File: src/rtl/lpddr2_avl_tester.sv
// LPDDR2 Avalon-MM bring-up tester.
// After controller calibration, writes pattern(a) = {5'b0, a} ^ SEED over
// BASE_ADDR .. BASE_ADDR+NUM_WORDS-1, reads the range back with up to
// MAX_OUTSTANDING reads in flight, and reports pass, error count and the
// first failing word address.
module lpddr2_avl_tester #(
    parameter logic [26:0] BASE_ADDR       = 27'h0,
    parameter int unsigned NUM_WORDS       = 1024,
    parameter logic [31:0] SEED            = 32'hA5C3_0F96,
    parameter int unsigned MAX_OUTSTANDING = 8
) (
    input  logic        clk_clk,
    input  logic        reset_reset_n,
    input  logic        start,
    output logic        busy,
    output logic        done,
    output logic        pass,
    output logic [15:0] err_count,
    output logic [26:0] first_err_addr,
    input  logic        lpddr2_status_local_init_done,
    input  logic        lpddr2_status_local_cal_success,
    input  logic        lpddr2_status_local_cal_fail,
    input  logic        lpddr2_avl_0_waitrequest_n,
    output logic        lpddr2_avl_0_beginbursttransfer,
    output logic [26:0] lpddr2_avl_0_address,
    input  logic        lpddr2_avl_0_readdatavalid,
    input  logic [31:0] lpddr2_avl_0_readdata,
    output logic [31:0] lpddr2_avl_0_writedata,
    output logic [3:0]  lpddr2_avl_0_byteenable,
    output logic        lpddr2_avl_0_read,
    output logic        lpddr2_avl_0_write,
    output logic        lpddr2_avl_0_burstcount
);

    // Word counters need one bit beyond the address so NUM_WORDS = 2^27 fits.
    localparam int CNT_W = 28;
    localparam logic [CNT_W-1:0] NUM_W    = CNT_W'(NUM_WORDS);
    localparam logic [CNT_W-1:0] LAST_IDX = CNT_W'(NUM_WORDS - 1);
    localparam logic [3:0]       MAX_OS   = 4'(MAX_OUTSTANDING);

    typedef enum logic [2:0] {
        S_IDLE,
        S_WAIT_CAL,
        S_WRITE,
        S_READ,
        S_DRAIN,
        S_DONE
    } state_t;

    state_t state;
    state_t state_next;

    logic [CNT_W-1:0] wr_idx;
    logic [CNT_W-1:0] rd_idx;
    logic [CNT_W-1:0] rd_idx_next;
    logic [CNT_W-1:0] wr_idx_inc;
    logic [3:0]       outstanding;
    logic [3:0]       os_next;
    logic [26:0]      ret_addr;

    logic wr_accept;
    logic rd_accept;
    logic wr_last;
    logic rd_last;
    logic rtn;
    logic mismatch;

    logic start_run;
    logic enter_write;
    logic chk_en;
    logic drain_done;

    function automatic logic [31:0] pattern(input logic [26:0] a);
        return {5'b0, a} ^ SEED;
    endfunction

    function automatic logic [15:0] sat_inc(input logic [15:0] v);
        return (v == 16'hFFFF) ? v : v + 16'd1;
    endfunction

    assign lpddr2_avl_0_burstcount = 1'b1;

    assign wr_accept   = lpddr2_avl_0_write && lpddr2_avl_0_waitrequest_n;
    assign rd_accept   = lpddr2_avl_0_read  && lpddr2_avl_0_waitrequest_n;
    assign wr_last     = wr_accept && (wr_idx == LAST_IDX);
    assign rd_last     = rd_accept && (rd_idx == LAST_IDX);
    assign wr_idx_inc  = wr_idx + CNT_W'(1);
    assign rd_idx_next = rd_idx + CNT_W'(rd_accept);

    // A return with nothing in flight cannot belong to this run, so it is dropped.
    assign rtn      = chk_en && lpddr2_avl_0_readdatavalid && (outstanding != 4'd0);
    assign mismatch = lpddr2_avl_0_readdata != pattern(ret_addr);
    assign os_next  = outstanding + 4'(rd_accept) - 4'(rtn);

    // State register.
    always_ff @(posedge clk_clk or negedge reset_reset_n) begin
        if (!reset_reset_n) begin
            state <= S_IDLE;
        end else begin
            state <= state_next;
        end
    end

    // Next-state logic.
    always_comb begin
        state_next = state;
        case (state)
            S_IDLE: begin
                if (start) state_next = S_WAIT_CAL;
            end
            S_WAIT_CAL: begin
                if (lpddr2_status_local_cal_fail)
                    state_next = S_DONE;
                else if (lpddr2_status_local_init_done && lpddr2_status_local_cal_success)
                    state_next = S_WRITE;
            end
            S_WRITE: begin
                if (wr_last) state_next = S_READ;
            end
            S_READ: begin
                if (rd_last) state_next = S_DRAIN;
            end
            S_DRAIN: begin
                if (outstanding == 4'd0) state_next = S_DONE;
            end
            S_DONE: begin
                if (start) state_next = S_WAIT_CAL;
            end
            default: state_next = S_IDLE;
        endcase
    end

    // Per-state control strobes.
    always_comb begin
        start_run   = 1'b0;
        enter_write = 1'b0;
        chk_en      = 1'b0;
        drain_done  = 1'b0;
        case (state)
            S_IDLE:     start_run = start;
            S_WAIT_CAL: enter_write = !lpddr2_status_local_cal_fail &&
                                      lpddr2_status_local_init_done &&
                                      lpddr2_status_local_cal_success;
            S_READ:     chk_en = 1'b1;
            S_DRAIN: begin
                chk_en     = 1'b1;
                drain_done = (outstanding == 4'd0);
            end
            S_DONE:     start_run = start;
            default: ;
        endcase
    end

    // Command presentation: a new command is loaded only when none is pending
    // or the pending one is accepted, so stalled commands stay frozen.
    always_ff @(posedge clk_clk or negedge reset_reset_n) begin
        if (!reset_reset_n) begin
            lpddr2_avl_0_read               <= 1'b0;
            lpddr2_avl_0_write              <= 1'b0;
            lpddr2_avl_0_beginbursttransfer <= 1'b0;
            lpddr2_avl_0_address            <= 27'd0;
            lpddr2_avl_0_writedata          <= 32'd0;
            lpddr2_avl_0_byteenable         <= 4'd0;
            wr_idx                          <= '0;
            rd_idx                          <= '0;
        end else begin
            lpddr2_avl_0_beginbursttransfer <= 1'b0;
            if (start_run) begin
                lpddr2_avl_0_read       <= 1'b0;
                lpddr2_avl_0_write      <= 1'b0;
                lpddr2_avl_0_byteenable <= 4'd0;
                wr_idx                  <= '0;
                rd_idx                  <= '0;
            end else if (enter_write) begin
                lpddr2_avl_0_write              <= 1'b1;
                lpddr2_avl_0_beginbursttransfer <= 1'b1;
                lpddr2_avl_0_address            <= BASE_ADDR;
                lpddr2_avl_0_writedata          <= pattern(BASE_ADDR);
                lpddr2_avl_0_byteenable         <= 4'hF;
                wr_idx                          <= '0;
            end else if (state == S_WRITE && wr_accept) begin
                lpddr2_avl_0_beginbursttransfer <= 1'b1;
                lpddr2_avl_0_byteenable         <= 4'hF;
                if (wr_last) begin
                    // Nothing is outstanding yet, so the first read goes out at once.
                    lpddr2_avl_0_write     <= 1'b0;
                    lpddr2_avl_0_read      <= 1'b1;
                    lpddr2_avl_0_address   <= BASE_ADDR;
                    lpddr2_avl_0_writedata <= 32'd0;
                    rd_idx                 <= '0;
                end else begin
                    wr_idx                 <= wr_idx_inc;
                    lpddr2_avl_0_address   <= BASE_ADDR + wr_idx_inc[26:0];
                    lpddr2_avl_0_writedata <= pattern(BASE_ADDR + wr_idx_inc[26:0]);
                end
            end else if (state == S_READ) begin
                rd_idx <= rd_idx_next;
                if (!lpddr2_avl_0_read || rd_accept) begin
                    if (rd_idx_next < NUM_W && os_next < MAX_OS) begin
                        lpddr2_avl_0_read               <= 1'b1;
                        lpddr2_avl_0_beginbursttransfer <= 1'b1;
                        lpddr2_avl_0_address            <= BASE_ADDR + rd_idx_next[26:0];
                        lpddr2_avl_0_byteenable         <= 4'hF;
                    end else begin
                        lpddr2_avl_0_read       <= 1'b0;
                        lpddr2_avl_0_byteenable <= 4'd0;
                    end
                end
            end
        end
    end

    // Reads in flight and the in-order return address.
    always_ff @(posedge clk_clk or negedge reset_reset_n) begin
        if (!reset_reset_n) begin
            outstanding <= 4'd0;
            ret_addr    <= 27'd0;
        end else if (start_run) begin
            outstanding <= 4'd0;
            ret_addr    <= BASE_ADDR;
        end else begin
            outstanding <= os_next;
            if (rtn) ret_addr <= ret_addr + 27'd1;
        end
    end

    // Registered status: run flags follow the next state, results follow the checker.
    always_ff @(posedge clk_clk or negedge reset_reset_n) begin
        if (!reset_reset_n) begin
            busy           <= 1'b0;
            done           <= 1'b0;
            pass           <= 1'b0;
            err_count      <= 16'd0;
            first_err_addr <= 27'd0;
        end else begin
            busy <= (state_next == S_WAIT_CAL) || (state_next == S_WRITE) ||
                    (state_next == S_READ)     || (state_next == S_DRAIN);
            done <= (state_next == S_DONE);
            if (start_run) begin
                pass           <= 1'b0;
                err_count      <= 16'd0;
                first_err_addr <= 27'd0;
            end else begin
                if (rtn && mismatch) begin
                    err_count <= sat_inc(err_count);
                    if (err_count == 16'd0) first_err_addr <= ret_addr;
                end
                if (drain_done)
                    pass <= (err_count == 16'd0) && lpddr2_status_local_cal_success;
            end
        end
    end

endmodule

File: config.mk
export PLATFORM = sky130hd
export DESIGN_NAME = lpddr2_avl_tester
export DESIGN_NICKNAME = d
export VERILOG_FILES = /design/src/rtl/lpddr2_avl_tester.sv
export SDC_FILE = /design/constraint.sdc
export NUM_CORES = 1
export LEC_CHECK = 0
export ABC_AREA = 1
export CAP_MARGIN = 10
export CORE_MARGIN = 1.5
export CORE_UTILIZATION = 50
export DETAILED_ROUTE_END_ITERATION = 7
export PLACE_DENSITY = 0.71
export SLEW_MARGIN = 15
export SYNTH_ARGS = -nofsm -noshare
export SYNTH_HDL_FRONTEND = slang
export SYNTH_SLANG_ARGS = --single-unit
File: constraint.sdc
create_clock -name clk_clk -period 5.2 [get_ports clk_clk]
set_clock_uncertainty 0.15 [all_clocks]
set_input_delay 0.52 -clock clk_clk [delete_from_list [all_inputs] [get_ports clk_clk]]
set_output_delay 0.52 -clock clk_clk [all_outputs]
set_load 0.02 [all_outputs]
After elaboration in Yosys (flattened, before gate mapping):

Index checks and enable logic that the tools add are counted.

* bits in registers: 202
* input bits: 40
* output and inout bits: 113
* logic and storage cells: 155

* $add $sub $neg: 6
* magnitude comparators: 2
* eq/ne operators: 18
* muxes and demuxes: 62
* bitwise operators: 3
* reduce and logical (&&, ||, !) cells: 48

Operator list (number)
* $mux W27: 11
* $mux W28: 9
* $mux W32: 3
* $eq A28 B10 Y1 const B: 2
* $mux W16: 3
* $ne A32 B32 Y1: 1
* $not A14 Y16: 2
* $add A28 B1 Y28: 1
* $add A28 B1 Y28 const B: 1
* $lt A28 B11 Y1 const B: 1
* $mux W4: 7
* $add A27 B1 Y27 const B: 1
* $mux W1: 22
* $reduce_bool A3 Y1: 7
* $mux W3: 6
* $add A16 B1 Y16 const B: 1
* $eq A16 B16 Y1 const B: 1
* $logic_not A16 Y1: 1
* $pmux W3 S5: 1
* $logic_and A1 B1 Y1: 13
* $eq A3 B2 Y1 const B: 4
* $eq A3 B3 Y1 const B: 4
* $reduce_and A2 Y1: 6
* $reduce_bool A4 Y1: 3
* other kinds (16): 28

Depth between registers and ports, before layout:

Gate-level depths: netlist of run 1.

* depth after elaboration: 14
* mapped depth: 23
* gate-level depth less buffers: 20

Worst setup path after synthesis of run 1:

No wires, ideal clock.

* kind: flip-flop to flip-flop
* start: reg state[0]
* end: reg lpddr2_avl_0_address[15]
* library setup time: 0.127 ns
* arrival: 2.645 ns
* required time: 4.923 ns
* slack: 2.278 ns
* cell stages (with the launch flop): 24
* period minus slack after synthesis: 2.922 ns
* path through: dfrtp_1 -> nor2_1 -> nand2_1 -> nand2_1 -> nand3_1 -> buf_2 -> inv_1 -> ha_1 -> inv_1 -> ha_1 -> nand3_1 -> nand2_1 -> xor2_1 -> nand2_1 -> nor2_1 -> nand2_1 -> nor2_1 -> nand2_1 -> nand2_1 -> nand2_1 -> buf_6 -> buf_6 -> nand2_1 -> nand2_1

* longest elaborated chain between the ends: 10
* elaborated cells between the ends (all ways): 24

RTL lines
* from (decl): line 50 `state_t state;`
* from (signal assigned): line 100 `state <= state_next;`
* $eq A3 B2 Y1 or $eq A3 B3 Y1 (tied branches): line 139, 196
* $reduce_or A2 Y1 (no line)
* $mux W1: line 139 `case (state)`
* $logic_and A1 B1 Y1 (2 in a row): line 91 `assign rtn = chk_en && lpddr2_avl_0_readdatavalid && (outstanding != 4'd0);`
* $sub A4 B1 Y4: line 93 `assign os_next = outstanding + 4'(rd_accept) - 4'(rtn);`
* $lt A4 B4 Y1: line 199 `if (rd_idx_next < NUM_W && os_next < MAX_OS) begin`
* $logic_and A1 B1 Y1: line 199
* $reduce_bool A3 Y1 (no line)
* $reduce_and A4 Y1 (no line)
* to (signal assigned): line 193 `lpddr2_avl_0_address <= BASE_ADDR + wr_idx_inc[26:0];`
* to (signal assigned): line 202 `lpddr2_avl_0_address <= BASE_ADDR + rd_idx_next[26:0];`
* to (decl): line 25 `output logic [26:0] lpddr2_avl_0_address,`

Parallel ways exist; a longest one is shown, timed or not.
A chain may end at the register's enable or synchronous reset.

Worst setup path in the final report of run 1:

* start: reg state[2]
* end: reg lpddr2_avl_0_address[15]

The elaborated chain is that of the path after synthesis.

==> impl_metrics.csv, run 1 <==
group,metric,value,unit
cts,clock-sinks,195,
layout,layoutNonFillerInstCount,1788,
setup_path,cp_max_fo,29,
synthesis,yosys_warnings,0,
die,core_area,0.0205,mm2
die,die_h,148,um
global_route,grt_pass1_vias,9095,
layout,n_antenna_cell,0,
cts,post_cts_buffers,0,
global_route,grt_max_degree,112,
synthesis,synth_cell_types,47,
routing,wl,27.7,mm
timing,post-route-period-util,71.4,%
timing,hold_violations,0,
synthesis,synth_top_area_share,46.2,%
synthesis,synth_common_cells,"nand2_1, dfrtp_1, inv_1, nor2_1, o21ai_0",
pwr,vdd_drop_max,244,uV
setup_path,reg2reg_to,"lpddr2_avl_0_address[15]$_DFFE_PN0P_",
layout,syn2layout_area_growth,21.6,%
setup_path,worstSetupStartpointType,"flop",
setup_path,crit_required,5370,ps
setup_path,r2r-start,"state[2]$_DFF_PN0_",
timing,max_freq,0.269,GHz
synthesis,syn_inst,1373,
pwr,leakage,5.84,nW
setup_path,worstPathArrival,3880,ps
layout,fin_util,62.6,%
place,dpl.cell_count,1756,
die,start_util,51.5,%
routing,drc_errors,0,
pwr,p_per_area,402,mW/mm2
synthesis,ys_ff_latch,195,
global_route,grt_pass1_wl,45.9,mm
routing,routedWlPerCell,15.5,um
setup_path,crit_path_end,"lpddr2_avl_0_address[15]$_DFFE_PN0P_",
cts,insertion_delay,450,ps
cts,cts_resized,0,
place,place_ws,1290,ps
cts,cts_tree,"yes",
timing,slew_headroom,40.0,%
synthesis,synth_area_per_cell,7.69,um2
cts,htree_num_levels,4,
synthesis,ys_async_sr_fraction,100,%
layout,drive_gt1_share,6.06,%
global_route,grt-ovfl-total,0,
place,gp_congestion,0.901,
die,rows,52,
routing,vias,9617,
timing,rsz0062_at_grt,"false",
cts,cts-root-buf,"clkbuf_16",
global_route,grt_usage,26.1,%
place,portBuffers,148,
synthesis,synth_area_leaders,"dfrtp_1, nand2_1, o21ai_0, inv_1, nor2_1",
outcome,status,"completed",
die,fp.dieW,148,um
synthesis,synth_edf_count,0,
synthesis,syn_area,0.0106,mm2
setup_path,critical_path_class,"reg2reg",
setup_path,rrSetupSlack,1490,ps
cts,cts.clk_slew.worst_paths,70,ps
setup_path,cp_common_cell,"nand2_1",
routing,vias_per_cell,5.38,
run,maxCapViolCount,0,
routing,dr.pass1.iters,5,
cts,cts_made_buffers,17,
timing,setup_ws,1490,ps
setup_path,crit_path_max_incr_delay,440,ps
routing,drt_iter0_drc,783,
die,die-area,0.0220,mm2
setup_path,crit_start,"state[2]$_DFF_PN0_",
die,ios,153,
timing,report.final.slew_viol_count,0,
timing,period_minus_slack,3710,ps
setup_path,worstPathCellList,"inv_1 > nand3_1 > nand2_1 > nand3_1 > inv_1 > ha_1 > inv_1 > ha_1 > nand3_1 > nand2_1 > xor2_1 > nand2_1 > nor2_1 > nand2_1 > nor2_1 > nand2_1 > nand2_1 > nand2_1 > buf_4 > nand2_1 > nand2_1",
timing,worst_pin_slew,900,ps
place,hpwl,20.1,mm
synthesis,yosys.cell_count.top_type,"nand2_1",
cts,clock_path_buffers,2,
global_route,antenna_found_initial,0,
synthesis,synthFlopType,"dfrtp_1",
timing,setup-violations-final,0,
setup_path,end_kind,"flop",
timing,tns,0,ps
routing,ant_nets,0,
synthesis,yosys.area.top_type,"dfrtp_1",
synthesis,ys_seq_area_share,46.2,%
worst_hold_path,holdCritPathClass,"in2async",
cts,ctsHoldBuffers,0,
layout,nFillCells,1882,
setup_path,slowest_stage,"dfrtp_1",
setup_path,reg2reg_depth,21,
layout,finalNetCount,1557,
-- logic make-up after synthesis --
logic type               after synthesis  share of synthesized area [%]
buffers and inverters                192                           7.37
flip-flops                           195                           46.2
adder cells (fa/ha/maj)               12                           1.49
XOR/XNOR                              54                           4.48
AND/OR/NAND/NOR                      722                           30.1
AO/OA/AOI/OAI                        196                           10.3
other                                  2                         0.0711
-- placed cells by master, fill, tap and decap left out, drive strengths merged, types with 3 or more instances in the layout --
master         synthesis  layout
ha                    11      11
clkinv                 1       5
a21oi                 44      44
conb                   2       4
nand2                390     390
o21ai                115     115
xor2                  41      41
a211oi                 4       4
dfrtp                195     195
buf                   23      14
o211ai                 3       3
or2                   19      19
nor4                  17      17
o22ai                  6       6
nor2                 140     140
inv                  140     148
a221oi                 4       4
xnor2                 13      13
nor3                  35      35
nand4                 34      34
clkbuf                28      19
nand3                 82      82
clkdlybuf4s50          0     147
o31ai                 12      12
-- metrics by stage --
stage	power [mW]	instance area, um2	hold WS [ps]
2_1_floorplan	3.19	10600	74.4
3_3_place_gp	3.83	12200	305
3_5_place_dp	3.86	12200	309
4_1_cts	5.20	12800	91.8
5_1_grt	5.49	12800	159
6_report	5.16	12800	58.3
-- registers in the layout (all words and copies together), names as in the netlist --
name                             cells
busy                                 1
done                                 1
err_count                           16
first_err_addr                      27
lpddr2_avl_0_address                27
lpddr2_avl_0_beginbursttransfer      1
lpddr2_avl_0_byteenable              1
lpddr2_avl_0_read                    1
lpddr2_avl_0_write                   1
lpddr2_avl_0_writedata              28
outstanding                          4
pass                                 1
rd_idx                              28
ret_addr                            27
state                                3
wr_idx                              28
-- layer usage --
metal	GRT usage (%)	part of all wire, %	vias to the layer above
li1	-	-	4727
met1	36.2	45	4523
met2	42.5	47	330
met3	4.36	6.2	37
met4	7.48	1.8	0
met5	0	0	-
-- critical path: cells and delay by family (launching register included) --
kind                     cells  cell delay (ps)
XOR/XNOR                     1              180
adder cells (fa/ha/maj)      2              420
buffers and inverters        4              660
flip-flops                   1              440
AND/OR/NAND/NOR             14             1710
-- worst min path at each step --
stage / depth (start not counted) / start / slack (ps) / to
finish: 1 / reset_reset_n / 60 / rd_idx[17]$_DFFE_PN0P_
CTS: 1 / reset_reset_n / 90 / rd_idx[25]$_DFFE_PN0P_
floorplan: 0 / reset_reset_n / 70 / busy$_DFF_PN0_
global route: 1 / reset_reset_n / 160 / rd_idx[14]$_DFFE_PN0P_
global placement: 2 / lpddr2_avl_0_address[11]$_DFFE_PN0P_ / 310 / lpddr2_avl_0_address[11]$_DFFE_PN0P_
detailed placement: 2 / lpddr2_avl_0_address[25]$_DFFE_PN0P_ / 310 / lpddr2_avl_0_address[25]$_DFFE_PN0P_
-- power by group --
group	switching, mW	internal, mW
Combinational	1.23	0.648
Clock	0.672	0.648
Sequential	0.218	1.74
Total	2.12	3.04
-- layout make-up --
type / count / area, um2 / area share [%]
Tap cell: 270 / 338 / 2.63
Sequential cell: 195 / 4880 / 38.0
Clock buffer: 18 / 429 / 3.34
Multi-Input combinational cell: 988 / 4910 / 38.3
Clock inverter: 14 / 158 / 1.23
Timing Repair Buffer: 162 / 1590 / 12.4
Inverter: 141 / 529 / 4.12
No activity file was read; power rests on OpenSTA's default activity.
==> run 2, diff against run 1 <==
- clock period: 5.2 -> 3.45 ns (I/O delays scaled with it)
==> impl_metrics.csv, run 2 (synthesis gave the netlist of run 1 again) <==
group,metric,value,unit
outcome,status,"completed",
setup_path,path_buf_inv,4,
timing,worst_pin_slew,768,ps
layout,final_common_cell,"nand2_1",
setup_path,worstPathCellList,"inv_1 > nand3_1 > nand2_1 > nand3_1 > inv_2 > ha_1 > inv_1 > ha_1 > nand3_1 > nand2_1 > xor2_2 > nand2_1 > nor2_1 > nand2_1 > nor2_1 > nand2_1 > nand2_1 > nand2_1 > buf_4 > nand2_1 > nand2_1",
timing,report.final.slew_viol_count,0,
die,core_area,0.0205,mm2
setup_path,end_kind,"flop",
place,hpwl,20.3,mm
place,place_area,0.0124,mm2
place,gp_congestion,0.942,
setup_path,worstPathArrival,3260,ps
global_route,grt-ovfl-total,0,
cts,cts-root-buf,"clkbuf_16",
timing,setup-violations-final,0,
setup_path,crit_required,3610,ps
timing,setup_ws,356,ps
cts,htree_num_levels,4,
die,ios,153,
setup_path,crit_family,"simple AND/OR/NAND/NOR gates",
layout,n_antenna_cell,0,
layout,syn2layout_area_growth,22.7,%
layout,fin_util,63.2,%
routing,routedWlPerCell,15.3,um
layout,finalNetCount,1571,
pwr,vdd_drop_max,356,uV
timing,holdWs,325,ps
global_route,grt_max_degree,91,
timing,tns,0,ps
place,portBuffers,148,
routing,vias_per_cell,5.35,
die,start_util,51.5,%
cts,cts_tree,"yes",
global_route,grt_pass1_wl,45.3,mm
setup_path,cp_max_fo,17,
setup_path,crit_path_max_incr_delay,430,ps
die,die-area,0.0220,mm2
timing,slew_headroom,48.8,%
worst_hold_path,holdCritPathClass,"reg2reg",
cts,cts.clk_slew.worst_paths,70,ps
setup_path,cp_common_cell,"nand2_1",
global_route,antenna_found_initial,0,
pwr,p_per_area,607,mW/mm2
layout,drive_gt1_share,6.99,%
setup_path,slowest_stage,"dfrtp_1",
place,place_ws,101,ps
setup_path,worstSetupStartpointType,"flop",
global_route,grt_pass1_vias,8994,
routing,vias,9636,
die,die_h,148,um
timing,post-route-period-util,89.7,%
cts,cts_made_buffers,17,
cts,clock-sinks,195,
die,fp.dieW,148,um
cts,insertion_delay,440,ps
pwr,leakage,5.90,nW
global_route,grt_usage,25.8,%
routing,drt_iter0_drc,858,
die,rows,52,
run,maxCapViolCount,0,
routing,drc_errors,0,
cts,clock_path_buffers,2,
timing,period_minus_slack,3090,ps
layout,top_regs,"lpddr2_avl_0_writedata: 28 flops, rd_idx: 28 flops, wr_idx: 28 flops",
routing,wl,27.5,mm
timing,hold_violations,0,
timing,max_freq,0.323,GHz
setup_path,critical_path_class,"reg2reg",
layout,mostFrequentLayoutCells,"nand2_1, dfrtp_1, clkdlybuf4s50_1",
routing,dr.pass1.iters,5,
layout,final_cell_area,0.0130,mm2
routing,ant_nets,0,
## run 2: cell types whose count changed in the layout (fill, tap and decap cells not counted), moves of 2 or more
cell	delta
clkinv_4	+2
buf_12	+2
clkinv_8	-2
buf_4	+11
inv_8	-3
## run 2: path summary, 6_finish.rpt
check                                                     startpoint                                    to  slack [ps]  cells past startpoint
worst max-delay path                              state[2]$_DFF_PN0_  lpddr2_avl_0_address[20]$_DFFE_PN0P_         360                     21
worst min register to register  lpddr2_avl_0_address[15]$_DFFE_PN0P_  lpddr2_avl_0_address[15]$_DFFE_PN0P_         320                      2
worst min-delay path            lpddr2_avl_0_address[15]$_DFFE_PN0P_  lpddr2_avl_0_address[15]$_DFFE_PN0P_         320                      2
worst max register to register                    state[2]$_DFF_PN0_  lpddr2_avl_0_address[20]$_DFFE_PN0P_         360                     21
min in group asynchronous                              reset_reset_n                rd_idx[15]$_DFFE_PN0P_         410                      2
max in group asynchronous                              reset_reset_n                wr_idx[10]$_DFFE_PN0P_        1920                      3
## run 2: cell type report
type,count,area (um2)
fill,1861,7540
inverter,141,529
tap,270,338
sequential,195,4880
multi-input combinational,988,4920
clock buffer,19,443
clock inverter,12,118
timing repair buffer,176,1720
## run 2: worst reg2reg max path: stages, from the launching register on
cell and delay [ps]:
dfrtp_1 430, inv_1 100, nand3_1 150, nand2_1 110
nand3_1 120, inv_2 100, ha_1 220, inv_1 70
ha_1 180, nand3_1 80, nand2_1 110, xor2_2 190
nand2_1 80, nor2_1 90, nand2_1 100, nor2_1 110
nand2_1 100, nand2_1 100, nand2_1 70, buf_4 200
nand2_1 80, nand2_1 40
## run 2: report_power, final
part | switching [mW] | internal [mW] | leakage, nW | total [mW]
Clock | 0.944 | 0.970 | 0.269 | 1.91
Sequential | 0.336 | 2.63 | 2.63 | 2.97
Combinational | 1.91 | 1.08 | 3.00 | 2.99
Total | 3.19 | 4.68 | 5.90 | 7.87
## run 2: metrics by stage
stage / std cells / power (mW)
2_1_floorplan: 1375 / 4.82
3_3_place_gp: 1768 / 5.93
3_5_place_dp: 1768 / 5.96
6_report: 1801 / 7.87
4_1_cts: 1800 / 7.87
5_1_grt: 1801 / 8.37
## run 2: what timing repair did
action,CTS,global route
resized for setup,0,3
endpoints found under the hold margin,87,0
hold buffers,1,0
setup buffers,0,1
endpoints found under the setup margin,0,29
## run 2: per-layer routing
metal	GRT usage (%)	vias up	wire, um
li1	-	4748	-
met1	36.2	4532	12600
met2	41.8	321	12900
met3	4.02	35	1550
met4	6.68	0	415
met5	0	-	0
==> run 3, diff against run 2 <==
- CTS_CLUSTER_SIZE: not set -> 16
- GPL_TIMING_DRIVEN: not set -> 1
==> results of run 3 <==
No change in the layout: final DEF, timing and power equal those of run 2.
